$ cat config.mk
export PLATFORM = sky130hd
export DESIGN_NAME = remap_kernel_scheduler_flat
export DESIGN_NICKNAME = d
export VERILOG_FILES = /design/src/rtl/remap_kernel_scheduler_pkg.sv /design/src/rtl/remap_kernel_scheduler_if.sv /design/src/rtl/remap_kernel_scheduler_pos_counter.sv /design/src/rtl/remap_kernel_scheduler.sv /design/src/flat_wrapper.sv
export SDC_FILE = /design/constraint.sdc
export NUM_CORES = 1
export LEC_CHECK = 0
export ABC_AREA = 1
export CAP_MARGIN = 20
export CORE_UTILIZATION = 45
export DETAILED_ROUTE_END_ITERATION = 10
export PLACE_DENSITY = 0.69
export SLEW_MARGIN = 10
export SYNTH_ARGS = -nofsm -noshare
export SYNTH_HDL_FRONTEND = slang
export SYNTH_SLANG_ARGS = --single-unit
$ cat constraint.sdc
create_clock -name i_clk -period 1.97 [get_ports i_clk]
set_input_delay 0.394 -clock i_clk [delete_from_list [all_inputs] [get_ports i_clk]]
set_output_delay 0.394 -clock i_clk [all_outputs]
set_load 0.05 [all_outputs]
$ cat src/rtl/remap_kernel_scheduler_pkg.sv
// Shared types and constants for the kernel remap scheduler.
package remap_pkg;

  localparam int KERNEL_SIZE = 64;
  localparam int DIM_W       = 13;

  // Exponent of a power-of-two value. Anything else rounds up.
  function automatic int log2_int(input int value);
    int result;
    result = 0;
    for (int i = 0; i < 31; i++) begin
      if ((32'd1 << i) < value) begin
        result = i + 1;
      end else begin
        result = result;
      end
    end
    return result;
  endfunction

  localparam int KSHIFT = log2_int(KERNEL_SIZE);
  localparam int COL_W  = DIM_W - KSHIFT;

  localparam logic [COL_W-1:0] COL_ONE  = {{(COL_W-1){1'b0}}, 1'b1};
  localparam logic [DIM_W-1:0] LINE_ONE = {{(DIM_W-1){1'b0}}, 1'b1};

  typedef enum logic [1:0] {
    IDLE      = 2'd0,
    ISSUE     = 2'd1,
    WAIT_DONE = 2'd2,
    FLUSH     = 2'd3
  } sched_state_t;

endpackage

$ cat src/rtl/remap_kernel_scheduler_if.sv
// Bundle of frame control, remap engine and output stage signals.
// master = frame controller / engine / streamer side, slave = scheduler.
interface remap_kernel_scheduler_if;
  import remap_pkg::*;

  logic [DIM_W-1:0] WIDTH;
  logic [DIM_W-1:0] HEIGHT;
  logic             i_start;
  logic             i_abort;
  logic             o_remap_start;
  logic [COL_W-1:0] o_kernel_col;
  logic [DIM_W-1:0] o_kernel_line;
  logic             o_wr_buf_sel;
  logic             i_remap_done;
  logic             o_kernel_is_remapped;
  logic             o_rd_buf_sel;
  logic             i_kernel_consumed;
  logic             o_busy;
  logic             o_frame_done;
  logic             o_cfg_err;
  logic             o_proto_err;

  modport master (
    output WIDTH, HEIGHT, i_start, i_abort, i_remap_done, i_kernel_consumed,
    input  o_remap_start, o_kernel_col, o_kernel_line, o_wr_buf_sel,
           o_kernel_is_remapped, o_rd_buf_sel, o_busy, o_frame_done,
           o_cfg_err, o_proto_err
  );

  modport slave (
    input  WIDTH, HEIGHT, i_start, i_abort, i_remap_done, i_kernel_consumed,
    output o_remap_start, o_kernel_col, o_kernel_line, o_wr_buf_sel,
           o_kernel_is_remapped, o_rd_buf_sel, o_busy, o_frame_done,
           o_cfg_err, o_proto_err
  );

endinterface

$ cat src/rtl/remap_kernel_scheduler_pos_counter.sv
// Kernel position walker: column within a line, then line, with a flag
// marking the final kernel of the frame.
module remap_kernel_pos_counter
  import remap_pkg::*;
(
  input  logic             clk,
  input  logic             rst,
  input  logic             load,
  input  logic             clear,
  input  logic             advance,
  input  logic [COL_W-1:0] kpl_in,
  input  logic [DIM_W-1:0] lines_in,
  output logic [COL_W-1:0] col_idx,
  output logic [DIM_W-1:0] line_idx,
  output logic             last
);

  logic [COL_W-1:0] kpl;
  logic [DIM_W-1:0] lines;
  logic             col_wrap;

  // Detect end of line and end of frame from the current position
  always_comb begin
    col_wrap = (col_idx == (kpl - COL_ONE));
    last     = col_wrap && (line_idx == (lines - LINE_ONE));
  end

  // Latch frame geometry on load, then step through kernels
  always_ff @(posedge clk or posedge rst) begin
    if (rst) begin
      kpl      <= {COL_W{1'b0}};
      lines    <= {DIM_W{1'b0}};
      col_idx  <= {COL_W{1'b0}};
      line_idx <= {DIM_W{1'b0}};
    end else if (load) begin
      kpl      <= kpl_in;
      lines    <= lines_in;
      col_idx  <= {COL_W{1'b0}};
      line_idx <= {DIM_W{1'b0}};
    end else if (clear) begin
      col_idx  <= {COL_W{1'b0}};
      line_idx <= {DIM_W{1'b0}};
    end else if (advance) begin
      if (col_wrap) begin
        col_idx  <= {COL_W{1'b0}};
        line_idx <= line_idx + LINE_ONE;
      end else begin
        col_idx  <= col_idx + COL_ONE;
      end
    end
  end

endmodule

$ cat src/rtl/remap_kernel_scheduler.sv
// Ping-pong scheduler: issues one remap request per kernel into the free
// buffer and hands completed buffers to the output stage in order.
module remap_kernel_scheduler
  import remap_pkg::*;
(
  input logic                    i_clk,
  input logic                    i_areset,
  remap_kernel_scheduler_if.slave bus
);

  sched_state_t     state, next_state;
  logic [1:0]       buf_full, buf_full_next, set_mask, clr_mask;
  logic             wr_sel, rd_sel;
  logic             remap_start, frame_done, cfg_err, proto_err, busy;
  logic             cfg_ok, start_accept, start_reject, abort_hit;
  logic             done_valid, done_bad, consume_valid, consume_bad;
  logic             issue_go, flush_done;
  logic [COL_W-1:0] col_idx;
  logic [DIM_W-1:0] line_idx;
  logic             last_kernel;

  // Qualify the incoming requests against the current state and flags
  always_comb begin
    cfg_ok = (bus.WIDTH[KSHIFT-1:0] == {KSHIFT{1'b0}}) &&
             (bus.WIDTH[DIM_W-1:KSHIFT] != {COL_W{1'b0}}) &&
             (bus.HEIGHT != {DIM_W{1'b0}});
    start_accept  = (state == IDLE) && bus.i_start && cfg_ok;
    start_reject  = (state == IDLE) && bus.i_start && !cfg_ok;
    abort_hit     = bus.i_abort && (state != IDLE);
    // A done seen while the request pulse is still up cannot belong to it.
    done_valid    = (state == WAIT_DONE) && !remap_start && bus.i_remap_done && !bus.i_abort;
    done_bad      = bus.i_remap_done &&
                    ((state == ISSUE) || (state == FLUSH) ||
                     ((state == WAIT_DONE) && remap_start));
    consume_valid = bus.i_kernel_consumed && buf_full[rd_sel];
    consume_bad   = bus.i_kernel_consumed && !buf_full[rd_sel];
    issue_go      = (state == ISSUE) && !buf_full[wr_sel] && !bus.i_abort;
    flush_done    = (state == FLUSH) && (buf_full == 2'b00) && !bus.i_abort;
  end

  // Next-state selection; abort overrides everything outside IDLE
  always_comb begin
    next_state = state;
    if (abort_hit) begin
      next_state = IDLE;
    end else begin
      case (state)
        IDLE: begin
          if (start_accept) next_state = ISSUE;
          else              next_state = IDLE;
        end
        ISSUE: begin
          if (issue_go) next_state = WAIT_DONE;
          else          next_state = ISSUE;
        end
        WAIT_DONE: begin
          if (done_valid) begin
            if (last_kernel) next_state = FLUSH;
            else             next_state = ISSUE;
          end else begin
            next_state = WAIT_DONE;
          end
        end
        FLUSH: begin
          if (flush_done) next_state = IDLE;
          else            next_state = FLUSH;
        end
        default: next_state = IDLE;
      endcase
    end
  end

  // Buffer occupancy: producer sets its buffer, consumer clears its own
  always_comb begin
    set_mask = done_valid    ? (wr_sel ? 2'b10 : 2'b01) : 2'b00;
    clr_mask = consume_valid ? (rd_sel ? 2'b10 : 2'b01) : 2'b00;
    if (abort_hit || start_accept) begin
      buf_full_next = 2'b00;
    end else begin
      buf_full_next = (buf_full | set_mask) & ~clr_mask;
    end
  end

  // State, buffer selects, sticky error and registered output pulses
  always_ff @(posedge i_clk or posedge i_areset) begin
    if (i_areset) begin
      state       <= IDLE;
      buf_full    <= 2'b00;
      wr_sel      <= 1'b0;
      rd_sel      <= 1'b0;
      remap_start <= 1'b0;
      frame_done  <= 1'b0;
      cfg_err     <= 1'b0;
      proto_err   <= 1'b0;
      busy        <= 1'b0;
    end else begin
      state       <= next_state;
      buf_full    <= buf_full_next;
      busy        <= (next_state != IDLE);
      remap_start <= issue_go;
      frame_done  <= flush_done;
      cfg_err     <= start_reject;
      if (abort_hit || start_accept) begin
        wr_sel <= 1'b0;
        rd_sel <= 1'b0;
      end else begin
        wr_sel <= wr_sel ^ done_valid;
        rd_sel <= rd_sel ^ consume_valid;
      end
      if (start_accept) begin
        proto_err <= 1'b0;
      end else if (!abort_hit && (done_bad || consume_bad)) begin
        proto_err <= 1'b1;
      end
    end
  end

  remap_kernel_pos_counter u_pos (
    .clk      (i_clk),
    .rst      (i_areset),
    .load     (start_accept),
    .clear    (abort_hit),
    .advance  (done_valid),
    .kpl_in   (bus.WIDTH[DIM_W-1:KSHIFT]),
    .lines_in (bus.HEIGHT),
    .col_idx  (col_idx),
    .line_idx (line_idx),
    .last     (last_kernel)
  );

  assign bus.o_remap_start        = remap_start;
  assign bus.o_kernel_col         = col_idx;
  assign bus.o_kernel_line        = line_idx;
  assign bus.o_wr_buf_sel         = wr_sel;
  assign bus.o_kernel_is_remapped = buf_full[rd_sel];
  assign bus.o_rd_buf_sel         = rd_sel;
  assign bus.o_busy               = busy;
  assign bus.o_frame_done         = frame_done;
  assign bus.o_cfg_err            = cfg_err;
  assign bus.o_proto_err          = proto_err;

endmodule

$ cat src/flat_wrapper.sv
// flat-port wrapper written by rule: the top's interface ports become plain ports
module remap_kernel_scheduler_flat import remap_pkg::*;
  (i_clk, i_areset, bus_WIDTH, bus_HEIGHT, bus_i_start, bus_i_abort, bus_i_remap_done, bus_i_kernel_consumed, bus_o_remap_start, bus_o_kernel_col, bus_o_kernel_line, bus_o_wr_buf_sel, bus_o_kernel_is_remapped, bus_o_rd_buf_sel, bus_o_busy, bus_o_frame_done, bus_o_cfg_err, bus_o_proto_err);
  remap_kernel_scheduler_if bus_i ();
  input logic i_clk;
  input logic i_areset;
  input wire logic [$bits(bus_i.WIDTH)-1:0] bus_WIDTH;
  input wire logic [$bits(bus_i.HEIGHT)-1:0] bus_HEIGHT;
  input wire logic [$bits(bus_i.i_start)-1:0] bus_i_start;
  input wire logic [$bits(bus_i.i_abort)-1:0] bus_i_abort;
  input wire logic [$bits(bus_i.i_remap_done)-1:0] bus_i_remap_done;
  input wire logic [$bits(bus_i.i_kernel_consumed)-1:0] bus_i_kernel_consumed;
  output wire logic [$bits(bus_i.o_remap_start)-1:0] bus_o_remap_start;
  output wire logic [$bits(bus_i.o_kernel_col)-1:0] bus_o_kernel_col;
  output wire logic [$bits(bus_i.o_kernel_line)-1:0] bus_o_kernel_line;
  output wire logic [$bits(bus_i.o_wr_buf_sel)-1:0] bus_o_wr_buf_sel;
  output wire logic [$bits(bus_i.o_kernel_is_remapped)-1:0] bus_o_kernel_is_remapped;
  output wire logic [$bits(bus_i.o_rd_buf_sel)-1:0] bus_o_rd_buf_sel;
  output wire logic [$bits(bus_i.o_busy)-1:0] bus_o_busy;
  output wire logic [$bits(bus_i.o_frame_done)-1:0] bus_o_frame_done;
  output wire logic [$bits(bus_i.o_cfg_err)-1:0] bus_o_cfg_err;
  output wire logic [$bits(bus_i.o_proto_err)-1:0] bus_o_proto_err;
  assign bus_i.WIDTH = bus_WIDTH;
  assign bus_i.HEIGHT = bus_HEIGHT;
  assign bus_i.i_start = bus_i_start;
  assign bus_i.i_abort = bus_i_abort;
  assign bus_i.i_remap_done = bus_i_remap_done;
  assign bus_i.i_kernel_consumed = bus_i_kernel_consumed;
  assign bus_o_remap_start = bus_i.o_remap_start;
  assign bus_o_kernel_col = bus_i.o_kernel_col;
  assign bus_o_kernel_line = bus_i.o_kernel_line;
  assign bus_o_wr_buf_sel = bus_i.o_wr_buf_sel;
  assign bus_o_kernel_is_remapped = bus_i.o_kernel_is_remapped;
  assign bus_o_rd_buf_sel = bus_i.o_rd_buf_sel;
  assign bus_o_busy = bus_i.o_busy;
  assign bus_o_frame_done = bus_i.o_frame_done;
  assign bus_o_cfg_err = bus_i.o_cfg_err;
  assign bus_o_proto_err = bus_i.o_proto_err;
  remap_kernel_scheduler u_core (.i_clk(i_clk), .i_areset(i_areset), .bus(bus_i));
endmodule
==> qor.yml, run 1 <==
clock-sinks: 51
yosysTopAreaCell: "dfrtp_1"
critPathCaptureType: "flip-flop"
numCtsBuffers: 5
grt_first_pass_wirelength_um: 14800
synth_edf_count: 0
cts_max_path_buffers: 2
grt_max_degree: 23
core-area_um2: 7290
yosys_warnings: 0
drt-total-wl_um: 9550
final_cells: 685
dp_cells: 663
cap_violations: 0
htreeDepth: 2
multi_input_area_um2: 2030
power_frac_clock_pct: 12.3
synth.avg_cell_area_um2: 7.23
seq_power_share_pct: 33.4
row_count: 31
hold_depth: 3
hold_viol_final: 0
rsz0062_at_grt: "true"
dp_hpwl_um: 6950
worstMarginPinSlew_ns: 0.503
ys_top_cells_by_count: "nand2_1, inv_1, dfrtp_1"
intPower_mw: 2.66
dpl_cell_area_um2: 4360
post-route-util_pct: 66.3
status: "complete, no violations"
grt_antenna_before_repair: 0
grt_overflow: 0
synth_nets: 511
cp_slowest_cell: "dfrtp_1"
start_util_pct: 46.7
leakage_nw: 2.44
max-vdd-ir-drop_mv: 0.731
syn_area_um2: 3400
setup_viol: 0
crit_type: "flip-flop to flip-flop"
postRouteAntennaNets: 0
drc: 0
rr_worst_depth: 14
layout-drive-gt1-share_pct: 26.1
ys_seq_area_share_pct: 37.5
clk_pin_slew_ns: 0.10
stdcell_area_um2: 4830
port-buffer-count: 59
post-route-period-util_pct: 99.6
diodes: 0
worstSetupStartpointType: "flip-flop"
clkLatencyLatePin_ns: 0.31
fp.dieArea_um2: 7920
critPathMaxStageDelay_ns: 0.39
grt_pass1_vias: 3258
dr.pass1.iters: 5
critPathMaxFanout: 7
hold_class: "input pin to flip-flop"
tritoncts: "yes"
finalClockSkew_ns: 0.00859
die_h_um: 89.0
fin_ws_ns: 0.00710
netSwitchingPower_mw: 2.35
synth_cells: 471
async_flop_share_pct: 100
wl_per_cell_um: 13.9
vias_per_cell: 5.11
synthTopCellsByArea: "dfrtp_1, nand2_1, inv_1, nand3_1, xor2_1"
whs_ns: 0.359
synth_seq_cells: 51
power.density_nw_per_um2: 1040
synth_top_area_share_pct: 37.5
p_total_mw: 5.01
areaGrowthSynthToFinish_pct: 42.0
nFillCells: 633
cts-root-buf: "clkbuf_8"
synth.most_common_cell: "nand2_1"
yosysUniqueCellTypes: 41
nNetsFinal: 625
place_congestion: 0.861
p_sw_share_pct: 47.0
drtIter0Drc: 225
max_freq_mhz: 509
ioPinCount: 60
finalSetupTns_ns: 0
required_ns: 2.18
fin_crit_ns: 1.96
grt.total_usage_pct: 24.4
crit_top_cell: "nand2_1"
synthFlopType: "dfrtp_1"
via_count: 3500
cp_cell_sequence: "inv_2 > ha_4 > nand2_4 > nor2_4 > nand3b_2 > xnor2_2 > nand2_1 > nand2_1 > nor2_1 > nand2_2 > nand2_8 > buf_4 > nand3_1 > nand2_1"
pre_cts_ws_ns: -0.657
arrival_ns: 2.18
die_width_um: 89.0
drv_slew: 0
seqCellArea_um2: 1280
power_frac_comb_pct: 54.3
worst_slew_margin_rel_pct: 66.4
final cells by class:
cell class / count / area share (%)
clock buffers: 5 / 1.42
clock inverters: 3 / 0.414
inverters: 63 / 4.97
multi-input cells: 346 / 42.1
flip-flops and latches: 51 / 26.4
well taps: 99 / 2.56
repair buffers: 118 / 22.1
per-layer routing:
metal | routed length (um) | share of wire (%) | vias up | track usage, %
met1 | 4240 | 44 | 1652 | 31.7
li1 | - | - | 1747 | -
met5 | 0 | 0 | - | 0
met3 | 453 | 4.7 | 10 | 3.97
met4 | 118 | 1.2 | 0 | 6.06
met2 | 4740 | 50 | 91 | 42.7
layout by cell type, fill, tap and decap left out, types with 2 or more instances in the layout:
cell type,count
xor2_1,18
nor3_1,8
ha_1,6
o21ai_0,18
inv_1,52
o21ai_2,2
nor2_2,8
a21boi_2,2
nand2_1,124
or2_2,4
o21ai_1,2
nand2_2,10
clkdlybuf4s50_1,24
buf_6,4
nand2_4,3
ha_4,2
nand3_1,32
dfrtp_1,50
clkbuf_8,5
nand3b_1,8
nor2_1,35
nand4_1,16
clkinvlp_4,3
nand3_2,4
buf_12,2
inv_2,10
nor4_2,4
o22ai_1,2
nor2_4,3
dlymetal6s2s_1,13
a31oi_1,3
nand2_8,3
xnor2_1,6
nor4_1,3
a21oi_1,4
buf_4,73
flip-flops by register name (all words and copies together), names as in the netlist:
| signal | flops |
|---|---|
| u_core.buf_full | 2 |
| u_core.bus.o_busy | 1 |
| u_core.bus.o_cfg_err | 1 |
| u_core.bus.o_frame_done | 1 |
| u_core.bus.o_proto_err | 1 |
| u_core.bus.o_rd_buf_sel | 1 |
| u_core.bus.o_remap_start | 1 |
| u_core.bus.o_wr_buf_sel | 1 |
| u_core.state | 2 |
| u_core.u_pos.col_idx | 7 |
| u_core.u_pos.kpl | 7 |
| u_core.u_pos.line_idx | 13 |
| u_core.u_pos.lines | 13 |
timing repair:
item	4_1_cts	5_1_grt
pin swaps	5	33
hold buffers	0	0
setup buffers	7	5
cloned	0	2
endpoints found under the setup margin	49	44
gates resized for setup	12	61
logic make-up after synthesis:
kind of cell | after synthesis | synth area share [%]
AO/OA/AOI/OAI | 41 | 7.20
XOR/XNOR | 26 | 6.69
adder cells (fa/ha/maj) | 8 | 2.94
buffers and inverters | 75 | 9.37
flip-flops | 51 | 37.5
AND/OR/NAND/NOR | 270 | 36.3
final timing paths:
check | start | to | slack, ns
setup reg to reg | u_core.u_pos.kpl[1] | u_core.u_pos.line_idx[11] | 0.007
max in group asynchronous | i_areset | u_core.u_pos.lines[8] | 1.04
hold / removal | bus_HEIGHT[6] | u_core.u_pos.lines[6] | 0.36
hold reg to reg | u_core.u_pos.lines[12] | u_core.u_pos.lines[12] | 0.53
setup / recovery | u_core.u_pos.kpl[1] | u_core.u_pos.line_idx[11] | 0.007
min in group asynchronous | i_areset | u_core.u_pos.line_idx[9] | 0.42
power by group through the flow:
stage / combinational [mW] / clock (mW) / sequential [mW]
after floorplan: 1.24 / 0 / 1.99
after global placement: 2.35 / 0 / 1.66
after detailed placement: 2.39 / 0 / 1.66
after CTS: 2.50 / 0.625 / 1.65
after global routing: 2.98 / 0.659 / 1.72
final: 2.72 / 0.616 / 1.67
critical path: cells and delay by family, from the launching register on:
kind	cells	cell delay, ns
adder cells (fa/ha/maj)	1	0.16
XOR/XNOR	1	0.18
buffers and inverters	2	0.23
flip-flops	1	0.39
AND/OR/NAND/NOR	10	0.91
Note: power is estimated with default switching activity, not from simulation.
==> run 2, diff against run 1 <==
--- a/config.mk
+++ b/config.mk
@@ -14,3 +14,4 @@
 export SYNTH_ARGS = -nofsm -noshare
 export SYNTH_HDL_FRONTEND = slang
 export SYNTH_SLANG_ARGS = --single-unit
+export TNS_END_PERCENT = 20
==> qor.yml, run 2 (synthesized netlist as in run 1, its figures left out) <==
max-vdd-ir-drop_mv: 0.731
dp_hpwl_um: 6950
whs_ns: 0.361
layout-drive-gt1-share_pct: 25.8
required_ns: 2.18
start_util_pct: 46.7
seqCellArea_um2: 1280
setup_viol: 0
fp.dieArea_um2: 7920
areaGrowthSynthToFinish_pct: 41.8
multi_input_area_um2: 2030
mostFrequentLayoutCells: "nand2_1, buf_4, inv_1, dfrtp_1, nor2_1"
cts_hold_buf: 0
rr_worst_depth: 14
crit_end: "u_core.u_pos.line_idx[11]"
worst_slew_margin_rel_pct: 66.4
drc: 0
clk_pin_slew_ns: 0.10
r2r-end: "u_core.u_pos.line_idx[11]"
crit_type: "flip-flop to flip-flop"
htreeDepth: 2
place_congestion: 0.861
clock-sinks: 51
nFillCells: 634
startpoint: "u_core.u_pos.kpl[1]"
wl_per_cell_um: 13.9
row_count: 31
diodes: 0
vias_per_cell: 5.10
ioPinCount: 60
leakage_nw: 2.44
worstMarginPinSlew_ns: 0.503
drt-total-wl_um: 9510
final_common_cell: "nand2_1"
tritoncts: "yes"
cp_slowest_cell: "dfrtp_1"
core-area_um2: 7290
finalClockSkew_ns: 0.00906
grt_antenna_before_repair: 0
dpl_cell_area_um2: 4360
die_width_um: 89.0
rsz0062_at_grt: "true"
stdcell_area_um2: 4830
cap_violations: 0
critPathCaptureType: "flip-flop"
rrSetupSlack_ns: 0.007
post-route-util_pct: 66.2
cts_max_path_buffers: 2
nNetsFinal: 625
grt_pass1_vias: 3258
grt.total_usage_pct: 24.4
hold_viol_final: 0
top_regs: "u_core.u_pos.line_idx x13, u_core.u_pos.lines x13"
grt_max_degree: 23
grt_overflow: 0
clkLatencyLatePin_ns: 0.31
hold_class: "input pin to flip-flop"
fin_crit_ns: 1.96
finalSetupTns_ns: 0
worstSetupStartpointType: "flip-flop"
postRouteAntennaNets: 0
drv_slew: 0
arrival_ns: 2.17
port-buffer-count: 59
drtIter0Drc: 209
via_count: 3493
timing.rr.start: "u_core.u_pos.kpl[1]"
critPathMaxStageDelay_ns: 0.39
max_freq_mhz: 509
post-route-period-util_pct: 99.7
critPathMaxFanout: 7
cts-root-buf: "clkbuf_8"
grt_first_pass_wirelength_um: 14800
status: "complete, no violations"
power.density_nw_per_um2: 1040
crit_top_cell: "nand2_1"
die_h_um: 89.0
cp_cell_sequence: "inv_2 > ha_4 > nand2_4 > nor2_4 > nand3b_2 > xnor2_2 > nand2_1 > nand2_1 > nor2_1 > nand2_2 > nand2_8 > buf_4 > nand3_1 > nand2_1"
numCtsBuffers: 5
dr.pass1.iters: 4
==> run 2: per-stage QoR <==
| step | power (mW) | instances | worst slack, ns |
|---|---|---|---|
| 6_report | 5.00 | 685 | 0.00662 |
| 2_1_floorplan | 3.23 | 471 | 0.0419 |
| 4_1_cts | 4.77 | 678 | -0.00749 |
| 3_3_place_gp | 4.01 | 663 | -0.644 |
| 5_1_grt | 5.36 | 685 | -0.159 |
| 3_5_place_dp | 4.05 | 663 | -0.657 |
==> run 2: critical path, delay by kind of cell (launching register included) <==
kind / cells / cell delay, ns
and+or+nand+nor: 10 / 0.91
DFF: 1 / 0.39
buffers and inverters: 2 / 0.23
xor gates and xnor gates: 1 / 0.18
adders and majority gates: 1 / 0.16
==> run 2: power by group <==
group | leakage [nW] | internal, mW | switching, mW
sequential | 0.628 | 1.31 | 0.357
clock | 0.0402 | 0.248 | 0.365
combinational | 1.77 | 1.09 | 1.63
==> run 2: area by class of cell <==
cell class	count	area share [%]
Tap cell	99	2.57
Multi-Input combinational cell	346	42.0
Sequential cell	51	26.5
Inverter	63	4.98
Clock inverter	3	0.415
Clock buffer	5	1.43
Timing Repair Buffer	118	22.2
==> run 2: timing repair <==
| item | 4_1_cts | 5_1_grt |
|---|---|---|
| gates resized for setup | 12 | 59 |
| setup buffers | 7 | 5 |
| gates cloned | 0 | 2 |
| endpoints found under the setup margin | 49 | 44 |
| pin swaps | 5 | 33 |
==> run 2: how the worst min path moves through the flow <==
stage,start,to,slack (ns),cells after the start
finish,bus_HEIGHT[6],u_core.u_pos.lines[6],0.36,3
global route,bus_HEIGHT[7],u_core.u_pos.lines[7],0.39,3
detailed placement,u_core.u_pos.lines[12],u_core.u_pos.lines[12],0.51,2
global placement,u_core.u_pos.lines[12],u_core.u_pos.lines[12],0.50,2
floorplan,u_core.u_pos.lines[12],u_core.u_pos.lines[12],0.47,2
CTS,i_areset,u_core.u_pos.line_idx[9],0.42,2
==> run 2: metal layers <==
metal / part of all wire [%] / track usage, % / up-vias
met3: 4.9 / 3.97 / 9
met5: 0 / 0 / -
li1: - / - / 1747
met4: 1.2 / 6.06 / 0
met2: 50 / 42.7 / 85
met1: 44 / 31.7 / 1652
